[config.mk]
export PLATFORM = sky130hd
export DESIGN_NAME = fifo_wr_arbiter
export DESIGN_NICKNAME = d
export VERILOG_FILES = /design/src/rtl/fifo_param_pkg.sv /design/src/rtl/fifo_wr_arbiter_rr_picker.sv /design/src/rtl/fifo_wr_arbiter.sv
export SDC_FILE = /design/constraint.sdc
export NUM_CORES = 1
export LEC_CHECK = 0
export BUFFER_PORTS_ARGS = -buffer_cell sky130_fd_sc_hd__buf_2
export CAP_MARGIN = 10
export CORE_MARGIN = 4
export CORE_UTILIZATION = 46
export DETAILED_ROUTE_END_ITERATION = 6
export MAX_ROUTING_LAYER = met4
export PLACE_DENSITY = 0.93
export SYNTH_ARGS = -nofsm -noshare
export SYNTH_HDL_FRONTEND = slang
export SYNTH_SLANG_ARGS = --single-unit
[constraint.sdc]
create_clock -name CLK -period 5.31 [get_ports CLK]
set_input_delay 0.2655 -clock CLK [delete_from_list [all_inputs] [get_ports CLK]]
set_output_delay 0.2655 -clock CLK [all_outputs]
set_load 0.02 [all_outputs]
[src/rtl/fifo_param_pkg.sv]
// Shared FIFO parameters plus the write-arbiter state encoding and default limits.
package fifo_param_pkg;

  localparam int FIFO_WIDTH    = 32;
  localparam int DEF_MAX_BURST = 8;
  localparam int DEF_STALL_MAX = 16;

  typedef enum logic [1:0] {
    IDLE  = 2'd0,
    BURST = 2'd1,
    STALL = 2'd2
  } arb_state_t;

  // Index width that stays legal when there is only one requester.
  function automatic int idx_width(input int n);
    return (n > 1) ? $clog2(n) : 1;
  endfunction

endpackage

[src/rtl/fifo_wr_arbiter_rr_picker.sv]
// Combinational round-robin picker: first set request at or after rr_ptr, wrapping.
module rr_picker
  import fifo_param_pkg::*;
#(
  parameter int NUM_REQ = 4,
  parameter int IW      = idx_width(NUM_REQ)
) (
  input  logic [NUM_REQ-1:0] req,
  input  logic [IW-1:0]      rr_ptr,
  output logic               any,
  output logic [IW-1:0]      winner
);

  logic [2*NUM_REQ-1:0] dbl;
  logic [NUM_REQ-1:0]   rot;
  logic [IW:0]          off;
  logic [IW:0]          sum;

  always_comb begin
    dbl = {req, req} >> rr_ptr;
    rot = dbl[NUM_REQ-1:0];
    any = |req;
    off = '0;
    // Scan downwards so the lowest rotated index wins.
    for (int i = NUM_REQ - 1; i >= 0; i--) begin
      if (rot[i]) off = (IW+1)'(i);
    end
    sum = off + {1'b0, rr_ptr};
    if (sum >= (IW+1)'(NUM_REQ)) sum = sum - (IW+1)'(NUM_REQ);
    winner = sum[IW-1:0];
  end

endmodule

[src/rtl/fifo_wr_arbiter.sv]
// Round-robin burst arbiter sharing one FIFO write port; a beat is written the same cycle it is
// accepted, a full FIFO stalls the owner, and a stall lasting STALL_MAX cycles revokes the grant.
module fifo_wr_arbiter
  import fifo_param_pkg::*;
#(
  parameter int NUM_REQ   = 4,
  parameter int MAX_BURST = DEF_MAX_BURST,
  parameter int STALL_MAX = DEF_STALL_MAX,
  parameter int IW        = idx_width(NUM_REQ)
) (
  input  logic                                CLK,
  input  logic                                RST,
  input  logic [NUM_REQ-1:0]                  req,
  input  logic [NUM_REQ-1:0][FIFO_WIDTH-1:0]  wr_data,
  input  logic [NUM_REQ-1:0]                  last,
  output logic [NUM_REQ-1:0]                  gnt,
  output logic [IW-1:0]                       owner_id,
  output logic                                fifo_wr_en,
  output logic [FIFO_WIDTH-1:0]               fifo_wr_data,
  input  logic                                fifo_full,
  input  logic                                fifo_wr_err,
  output logic                                ovf_err,
  output logic [7:0]                          ovf_cnt
);

  localparam int BW = $clog2(MAX_BURST) + 1;
  localparam int SW = $clog2(STALL_MAX + 1);

  arb_state_t          state, state_nxt;
  logic [NUM_REQ-1:0]  gnt_nxt;
  logic [IW-1:0]       owner_nxt;
  logic [IW-1:0]       rr_ptr, rr_ptr_nxt, ptr_after;
  logic [BW-1:0]       beat_cnt, beat_nxt;
  logic [SW-1:0]       stall_cnt, stall_nxt;
  logic                pick_any;
  logic [IW-1:0]       pick_idx;
  logic                own_req, own_last, acc, release_gnt;

  rr_picker #(
    .NUM_REQ (NUM_REQ),
    .IW      (IW)
  ) u_picker (
    .req    (req),
    .rr_ptr (rr_ptr),
    .any    (pick_any),
    .winner (pick_idx)
  );

  assign own_req      = req[owner_id];
  assign own_last     = last[owner_id];
  assign acc          = (state == BURST) && own_req && !fifo_full;
  assign fifo_wr_en   = acc;
  assign fifo_wr_data = acc ? wr_data[owner_id] : '0;
  assign ptr_after    = (owner_id == IW'(NUM_REQ - 1)) ? '0 : owner_id + IW'(1);

  always_comb begin
    state_nxt   = state;
    gnt_nxt     = gnt;
    owner_nxt   = owner_id;
    rr_ptr_nxt  = rr_ptr;
    beat_nxt    = beat_cnt;
    stall_nxt   = stall_cnt;
    release_gnt = 1'b0;

    case (state)
      IDLE: begin
        if (pick_any && !fifo_full) begin
          state_nxt          = BURST;
          gnt_nxt            = '0;
          gnt_nxt[pick_idx]  = 1'b1;
          owner_nxt          = pick_idx;
          beat_nxt           = '0;
        end
      end
      BURST: begin
        if (acc) begin
          if (own_last || beat_cnt == BW'(MAX_BURST - 1)) release_gnt = 1'b1;
          else beat_nxt = beat_cnt + BW'(1);
        end else if (!own_req) begin
          release_gnt = 1'b1;
        end else begin
          state_nxt = STALL;
          stall_nxt = SW'(1);
        end
      end
      STALL: begin
        // A vanished owner is released even while the FIFO stays full.
        if (!own_req) release_gnt = 1'b1;
        else if (!fifo_full) state_nxt = BURST;
        else if (stall_cnt == SW'(STALL_MAX)) release_gnt = 1'b1;
        else stall_nxt = stall_cnt + SW'(1);
      end
      default: state_nxt = IDLE;
    endcase

    if (release_gnt) begin
      state_nxt  = IDLE;
      gnt_nxt    = '0;
      owner_nxt  = '0;
      rr_ptr_nxt = ptr_after;
    end
  end

  always_ff @(posedge CLK or posedge RST) begin
    if (RST) begin
      state     <= IDLE;
      gnt       <= '0;
      owner_id  <= '0;
      rr_ptr    <= '0;
      beat_cnt  <= '0;
      stall_cnt <= '0;
    end else begin
      state     <= state_nxt;
      gnt       <= gnt_nxt;
      owner_id  <= owner_nxt;
      rr_ptr    <= rr_ptr_nxt;
      beat_cnt  <= beat_nxt;
      stall_cnt <= stall_nxt;
    end
  end

  // Overflow reporting is independent of arbitration.
  always_ff @(posedge CLK or posedge RST) begin
    if (RST) begin
      ovf_err <= 1'b0;
      ovf_cnt <= '0;
    end else if (fifo_wr_err) begin
      ovf_err <= 1'b1;
      if (ovf_cnt != 8'hFF) ovf_cnt <= ovf_cnt + 8'd1;
    end
  end

  a_gnt_onehot: assert property (@(posedge CLK) disable iff (RST) $onehot0(gnt));
  a_no_wr_full: assert property (@(posedge CLK) disable iff (RST) !(fifo_wr_en && fifo_full));

endmodule

==> out/qor.csv, run 1 <==
stage;metric;value;unit
logic_synthesis;synth.area.top_cells;mux4_2 (27%), dfrtp_1 (25%), and3_1 (7.6%), ha_1 (4.5%), o21ai_0 (3.2%);
cells_and_area;postLayoutCellArea;3850;sq um
clocking;cts-root-buf;clkbuf_8;
clocking;post_cts_resize_count;0;
routing;vias;3080;
worst_setup_path;r2r-start;state[1];
worst_setup_path;start_kind;flip-flop;
routing;first_iter_violations;243;
cells_and_area;finish.net_count;600;
logic_synthesis;syn_inst;279;
worst_setup_path;slowest_stage;nor2b_2;
floorplanning;dieArea;7420;sq um
global_route;grt_pass1_vias;2949;
sta;fin_worst_skew;0.00304;ns
clocking;cts_sinks;28;
floorplanning;start_util;47.5;%
logic_synthesis;avgSynthCellArea;10.1;sq um
floorplanning;num_rows;28;
placed_design;dp_cells;519;
clocking;ctsHtreeMaxLevel;1;
logic_synthesis;synth_top_area_cell;mux4_2;
power_and_ir_drop;p_per_area;434;nW/um^2
sta;setup_violations;0;
logic_synthesis;synth_area;2810;sq um
logic_synthesis;synth_fa_ha_area_share;4.45;%
placed_design;place_area;3750;sq um
power_and_ir_drop;clkPwrFrac;10.0;%
global_route;grt_max_degree;44;
clocking;insertion_delay;0.27;ns
floorplanning;coreArea;5920;sq um
logic_synthesis;synth_ff_type;dfrtp_1;
worst_setup_path;crit_type;flip-flop to flip-flop;
logic_synthesis;yosysTopAreaCellShare;27.2;%
power_and_ir_drop;p_sw_share;45.9;%
power_and_ir_drop;p_sw;0.767;mW
sta;holdWs;-0.0155;ns
cells_and_area;finalNonFillerCells;524;
cells_and_area;n_fill_cell;472;
clocking;cts_tree;yes;
worst_setup_path;r2r_cells;6;
cells_and_area;antennaDiodeCount;0;
floorplanning;die_h;86.2;um
worst_setup_path;worst-path-max-fanout;35;
clocking;cts_buffer_depth;2;
placed_design;port-buffer-count;187;
worst_setup_path;worstSetupEndpoint;rr_ptr[1];
cells_and_area;final_common_cell;buf_2;
worst_setup_path;cp_slowest_stage_delay;0.89;ns
logic_synthesis;synthSimpleGateAreaFrac;19.9;%
worst_setup_path;cp-startpoint;state[1];
floorplanning;die_w;86.2;um
routing;post-route-drc-count;0;
worst_setup_path;crit_arrival;3.15;ns
cells_and_area;final_cell_mix;buf_2 (187), mux4_2 (34), and3_1 (34), dfrtp_1 (27), nor2_1 (19);
job;maxCapViolCount;0;
sta;rsz0062_at_grt;no;
logic_synthesis;synth-seq-area-share;24.9;%
power_and_ir_drop;p_int;0.905;mW
clocking;clk_pin_slew;0.09;ns
sta;fin_crit;2.99;ns
logic_synthesis;synth_nets;429;
placed_design;gp_congestion;0.945;
logic_synthesis;synthArstFlopShare;100;%
sta;hold_violations;9;
global_route;grt_antenna_before_repair;0;
power_and_ir_drop;p_leak;2.03;nW
global_route;grt_pass1_wl;14500;um
global_route;track_usage;25.2;%
hold_path;holdCritPathClass;input port to async pin;
logic_synthesis;yosysWarningCount;0;
routing;drt_pass1_iterations;4;
placed_design;dpl.hpwl;7640;um
sta;fmax;334;MHz
global_route;grt_overflow;0;
sta;finalSetupTns;0;ns
logic_synthesis;synth_compound_area_share;13.8;%
run_status;status;finished with violations;
worst_setup_path;regToRegSetupSlack;2.32;ns
logic_synthesis;synth_xor_area_share;2.49;%
worst_setup_path;path_cells;inv_1 -> ha_1 -> nor2b_2 -> o21ai_0 -> a21boi_4 -> mux2_1;
clocking;cts_hold_buf;0;
logic_synthesis;synth_edf_count;0;
sta;finalCritPeriodShare;56.3;%
power_and_ir_drop;p_comb_share;67.3;%
run_status;violations;hold timing;
routing;drtAntennaViolNets;0;
clocking;cts_buffers;3;
power_and_ir_drop;peakVddDrop;340;uV
sta;tightest_slew;1.02;ns
logic_synthesis;synth_top_family_by_area;multiplexers;
logic_synthesis;synthMuxAreaShare;28.8;%
routing;wl;9420;um
cells_and_area;drive_gt1_share;53.5;%
sta;maxSlewHeadroom;31.5;%
routing;post_drt_wl_per_cell;18.0;um
worst_setup_path;crit_path_end_kind;flip-flop;
worst_setup_path;regToRegEndpoint;rr_ptr[1];
sta;maxSlewViolCount;0;
routing;avgViaCountPerCell;5.88;
power_and_ir_drop;seqPwrFrac;22.6;%
clocking;cts_setup_buffers;0;
worst_setup_path;worstPathRequired;5.47;ns
floorplanning;io_pins;188;
cells_and_area;finish.utilization;65.1;%
logic_synthesis;ys_seq_elements;28;
logic_synthesis;ys_types;47;
cells_and_area;synthToLayoutAreaGrowth;37.1;%
-- cell families after synthesis --
logic type / after synthesis
xor gates and xnor gates: 8
muxes: 38
buffers and inverters: 38
adders and majority gates: 10
DFF: 28
and+or+nand+nor: 100
AOI/OAI and AO/OA: 57
-- stage by stage --
stage	power, mW	worst slack, ns
4_1_cts	1.67	2.32
5_1_grt	1.82	1.99
2_1_floorplan	1.22	3.10
3_5_place_dp	1.50	2.36
3_3_place_gp	1.46	2.50
6_report	1.67	2.32
-- worst min-delay path by stage --
stage / startpoint / endpoint / slack (ns) / depth (start not counted)
after global routing: RST / ovf_cnt[3] / 0.007 / 2
after detailed placement: ovf_err / ovf_err / 0.45 / 1
after floorplan: RST / beat_cnt[0] / 0.33 / 1
after CTS: fifo_wr_err / ovf_err / 0.21 / 2
after global placement: ovf_err / ovf_err / 0.45 / 1
final: RST / ovf_cnt[7] / -0.02 / 2
-- per-layer routing --
layer	GRT usage, %	part of all wire (%)
met3	6.53	8.3
met5	-	0
met2	42.7	52
met4	8.78	3.2
met1	28.9	37
-- critical path: cells and delay by family, from the launching register on --
family / cells / cell delay [ns]
AND/OR/NAND/NOR: 1 / 0.89
AO/OA/AOI/OAI: 2 / 0.75
flip-flops: 1 / 0.44
multiplexers: 1 / 0.36
adder cells (fa/ha/maj): 1 / 0.35
buffers and inverters: 1 / 0.09
-- state kept, by name (all words and copies together) (netlist names) --
name and cells:
stall_cnt 5, owner_id 2, ovf_err 1, gnt 4, state 2, beat_cnt 4
rr_ptr 2, ovf_cnt 8
-- final cells by class --
type	instances	area [sq um]	area share [%]
Multi-Input combinational cell	213	1950	50.7
Timing Repair Buffer	190	978	25.4
Sequential cell	28	702	18.2
Tap cell	75	93.8	2.44
Inverter	14	52.6	1.36
Clock buffer	3	41.3	1.07
Clock inverter	1	30.0	0.779
-- cell usage after synthesis, types with 6 or more instances --
library cell  number
inv_1             14
nor2_1            19
o21ai_0           18
ha_1              10
xor2_1             6
a21oi_1           12
dfrtp_1           28
and3_1            34
clkbuf_1          16
mux4_2            34
nand3_1           10
nand2_1           13
buf_2              6
-- power groups by stage --
stage	clock [mW]	sequential, mW	combinational [mW]
floorplan	0	0.408	0.812
CTS	0.170	0.377	1.13
finish	0.168	0.379	1.13
global placement	0	0.375	1.08
global route	0.181	0.394	1.24
detailed placement	0	0.380	1.12
Note: power is estimated with default switching activity, not from simulation.
==> run 2, diff against run 1 <==
CORE_UTILIZATION = 39   (was 46)
PLACE_DENSITY = 0.85   (was 0.93)
clock period = 2.6 ns   (was 5.31 ns; I/O delays follow)
==> run 2 against run 1 <==
  * The flow now finishes without violations
  * Non-clock buffer count up 3
  * Die area increased by 16%
  * Utilization decreased by 8.8 points
  * Critical path depth fell by 2
  * Combinational power up 110%
  * Total power up 110%
  * Final cell count up 4.6%
  * Largest cell class unchanged
==> out/qor.csv, run 2 (same netlist as run 1, synthesis figures left out) <==
stage;metric;value;unit;change
run_status;status;completed;;
power_and_ir_drop;p_per_area;888;nW/um^2;+100%
placed_design;dpl.hpwl;8460;um;+11%
routing;drtAntennaViolNets;0;;unchanged
clocking;post_cts_resize_count;0;;unchanged
clocking;clk_pin_slew;0.10;ns;about the same
sta;setup_ws;0.252;ns;-2.07 ns
worst_setup_path;regToRegSetupSlack;0.42;ns;-1.90 ns
cells_and_area;finish.net_count;603;;+0.50%
global_route;grt_antenna_before_repair;0;;unchanged
sta;fin_worst_skew;0.00529;ns;+0.00224 ns
routing;wl;10400;um;+11%
clocking;cts_buffers;3;;unchanged
hold_path;holdCritPathClass;input port to flip-flop;;
power_and_ir_drop;peakVddDrop;599;uV;+76%
worst_setup_path;cp_slowest_stage_delay;0.58;ns;-0.31 ns
clocking;cts_tree;yes;;
clocking;cts_buffer_depth;2;;unchanged
routing;drt_pass1_iterations;4;;unchanged
cells_and_area;finish.utilization;56.2;%;-8.8 points
worst_setup_path;start_kind;flip-flop;;
sta;fin_crit;2.35;ns;
worst_setup_path;slowest_stage;mux4_2;;
floorplanning;io_pins;188;;unchanged
global_route;grt_overflow;0;;unchanged
sta;maxSlewHeadroom;60.2;%;+29 points
global_route;grt_pass1_wl;15800;um;+8.8%
floorplanning;dieArea;8630;sq um;+16%
routing;vias;3103;;+0.75%
worst_setup_path;worst-path-max-fanout;33;;-5.7%
floorplanning;die_h;92.9;um;+7.8%
floorplanning;coreArea;6910;sq um;+17%
placed_design;port-buffer-count;187;;unchanged
cells_and_area;drive_gt1_share;53.5;%;+0.088 points
floorplanning;num_rows;30;;+7.1%
cells_and_area;antennaDiodeCount;0;;unchanged
sta;maxSlewViolCount;0;;unchanged
floorplanning;die_w;92.9;um;+7.8%
global_route;grt_pass1_vias;3080;;+4.4%
cells_and_area;final_cell_mix;buf_2 (187), mux4_2 (34), and3_1 (34), dfrtp_1 (27), nor2_1 (19);;
clocking;cts-root-buf;clkbuf_8;;
placed_design;gp_congestion;0.894;;-5.4%
cells_and_area;reg.largest.list;ovf_cnt (8), stall_cnt (5);;
worst_setup_path;worstPathRequired;2.47;ns;-3.00 ns
clocking;ctsHtreeMaxLevel;1;;unchanged
worst_setup_path;path_cells;buf_4 -> mux4_2 -> and3_1 -> buf_2;;
worst_setup_path;crit_type;flip-flop to output port;;
sta;finalSetupTns;0;ns;unchanged
clocking;cts_sinks;28;;unchanged
cells_and_area;largest_reg_flops;8;;unchanged
cells_and_area;synthToLayoutAreaGrowth;38.2;%;
global_route;track_usage;23.7;%;-1.6 points
placed_design;preCtsSetupSlack;0.422;ns;-1.94 ns
sta;fmax;426;MHz;
sta;setup_violations;0;;unchanged
job;maxCapViolCount;0;;unchanged
worst_setup_path;cp-startpoint;owner_id[0];;
sta;hold_violations;0;;-9
routing;first_iter_violations;128;;-47%
sta;tightest_slew;0.597;ns;-0.426 ns
global_route;grt_max_degree;36;;-18%
cells_and_area;final_common_cell;buf_2;;
floorplanning;start_util;40.7;%;-6.8 points
clocking;insertion_delay;0.28;ns;about the same
routing;post-route-drc-count;0;;unchanged
worst_setup_path;crit_arrival;2.22;ns;-0.93 ns
power_and_ir_drop;p_leak;2.03;nW;+0.31%
routing;avgViaCountPerCell;5.66;;-3.7%
sta;finalCritPeriodShare;90.3;%;
routing;post_drt_wl_per_cell;19.0;um;+5.9%
worst_setup_path;r2r-start;owner_id[0];;
sta;rsz0062_at_grt;no;;
hold_path;hold_start;fifo_wr_err;;
worst_setup_path;crit_path_end_kind;output port;;
cells_and_area;regMostFlops;ovf_cnt;;
-- run 2: per-stage QoR --
| step | area (sq um) | total power [mW] | hold WS, ns | std cells |
|---|---|---|---|---|
| after global routing | 3880 | 3.71 | 0.0664 | 548 |
| after CTS | 3880 | 3.45 | 0.0739 | 548 |
| after detailed placement | 3800 | 3.10 | 0.223 | 543 |
| final | 3880 | 3.45 | 0.0820 | 548 |
| after global placement | 3800 | 2.99 | 0.206 | 543 |
| after floorplan | 2810 | 2.49 | 0.195 | 279 |
-- run 2: layout make-up --
class	instances	area, sq um
inverters	14	52.6
flip-flops and latches	28	702
fillers	646	3020
multi-input cells	213	1950
repair buffers	193	983
clock inverters	1	30.0
clock buffers	3	41.3
well taps	96	120
-- run 2: timing repair --
action | 4_1_cts | 5_1_grt
setup buffers | 0 | 0
hold buffers | 1 | 0
endpoints found under the hold margin | 28 | 0
setup endpoints to repair | 0 | 0
-- run 2: path summary, 6_finish.rpt --
| kind | end | cells after the start |
|---|---|---|
| worst max-delay path | fifo_wr_data[19] | 4 |
| worst min-delay path | ovf_err | 2 |
| worst max register to register | beat_cnt[3] | 6 |
| worst min register to register | ovf_err | 1 |
| max in group asynchronous | owner_id[0] | 4 |
| min in group asynchronous | gnt[0] | 4 |
-- run 2: critical path, delay by kind of cell (launching register included) --
| kind | cells | cell delay [ns] |
|---|---|---|
| buf+inv | 2 | 0.69 |
| flops | 1 | 0.44 |
| mux | 1 | 0.58 |
| simple gates | 1 | 0.21 |
-- run 2: power by group --
part / total, mW / switching, mW / internal (mW)
Sequential: 0.783 / 0.197 / 0.586
Combinational: 2.32 / 1.25 / 1.07
Clock: 0.351 / 0.144 / 0.206
Total: 3.45 / 1.59 / 1.86
-- run 2: layer usage --
metal	routed length (um)	track usage, %	share of wire, %
met5	0	-	0
met4	299	7.33	2.9
met3	1020	4.47	9.8
met2	5230	40.7	50
met1	3870	28.1	37
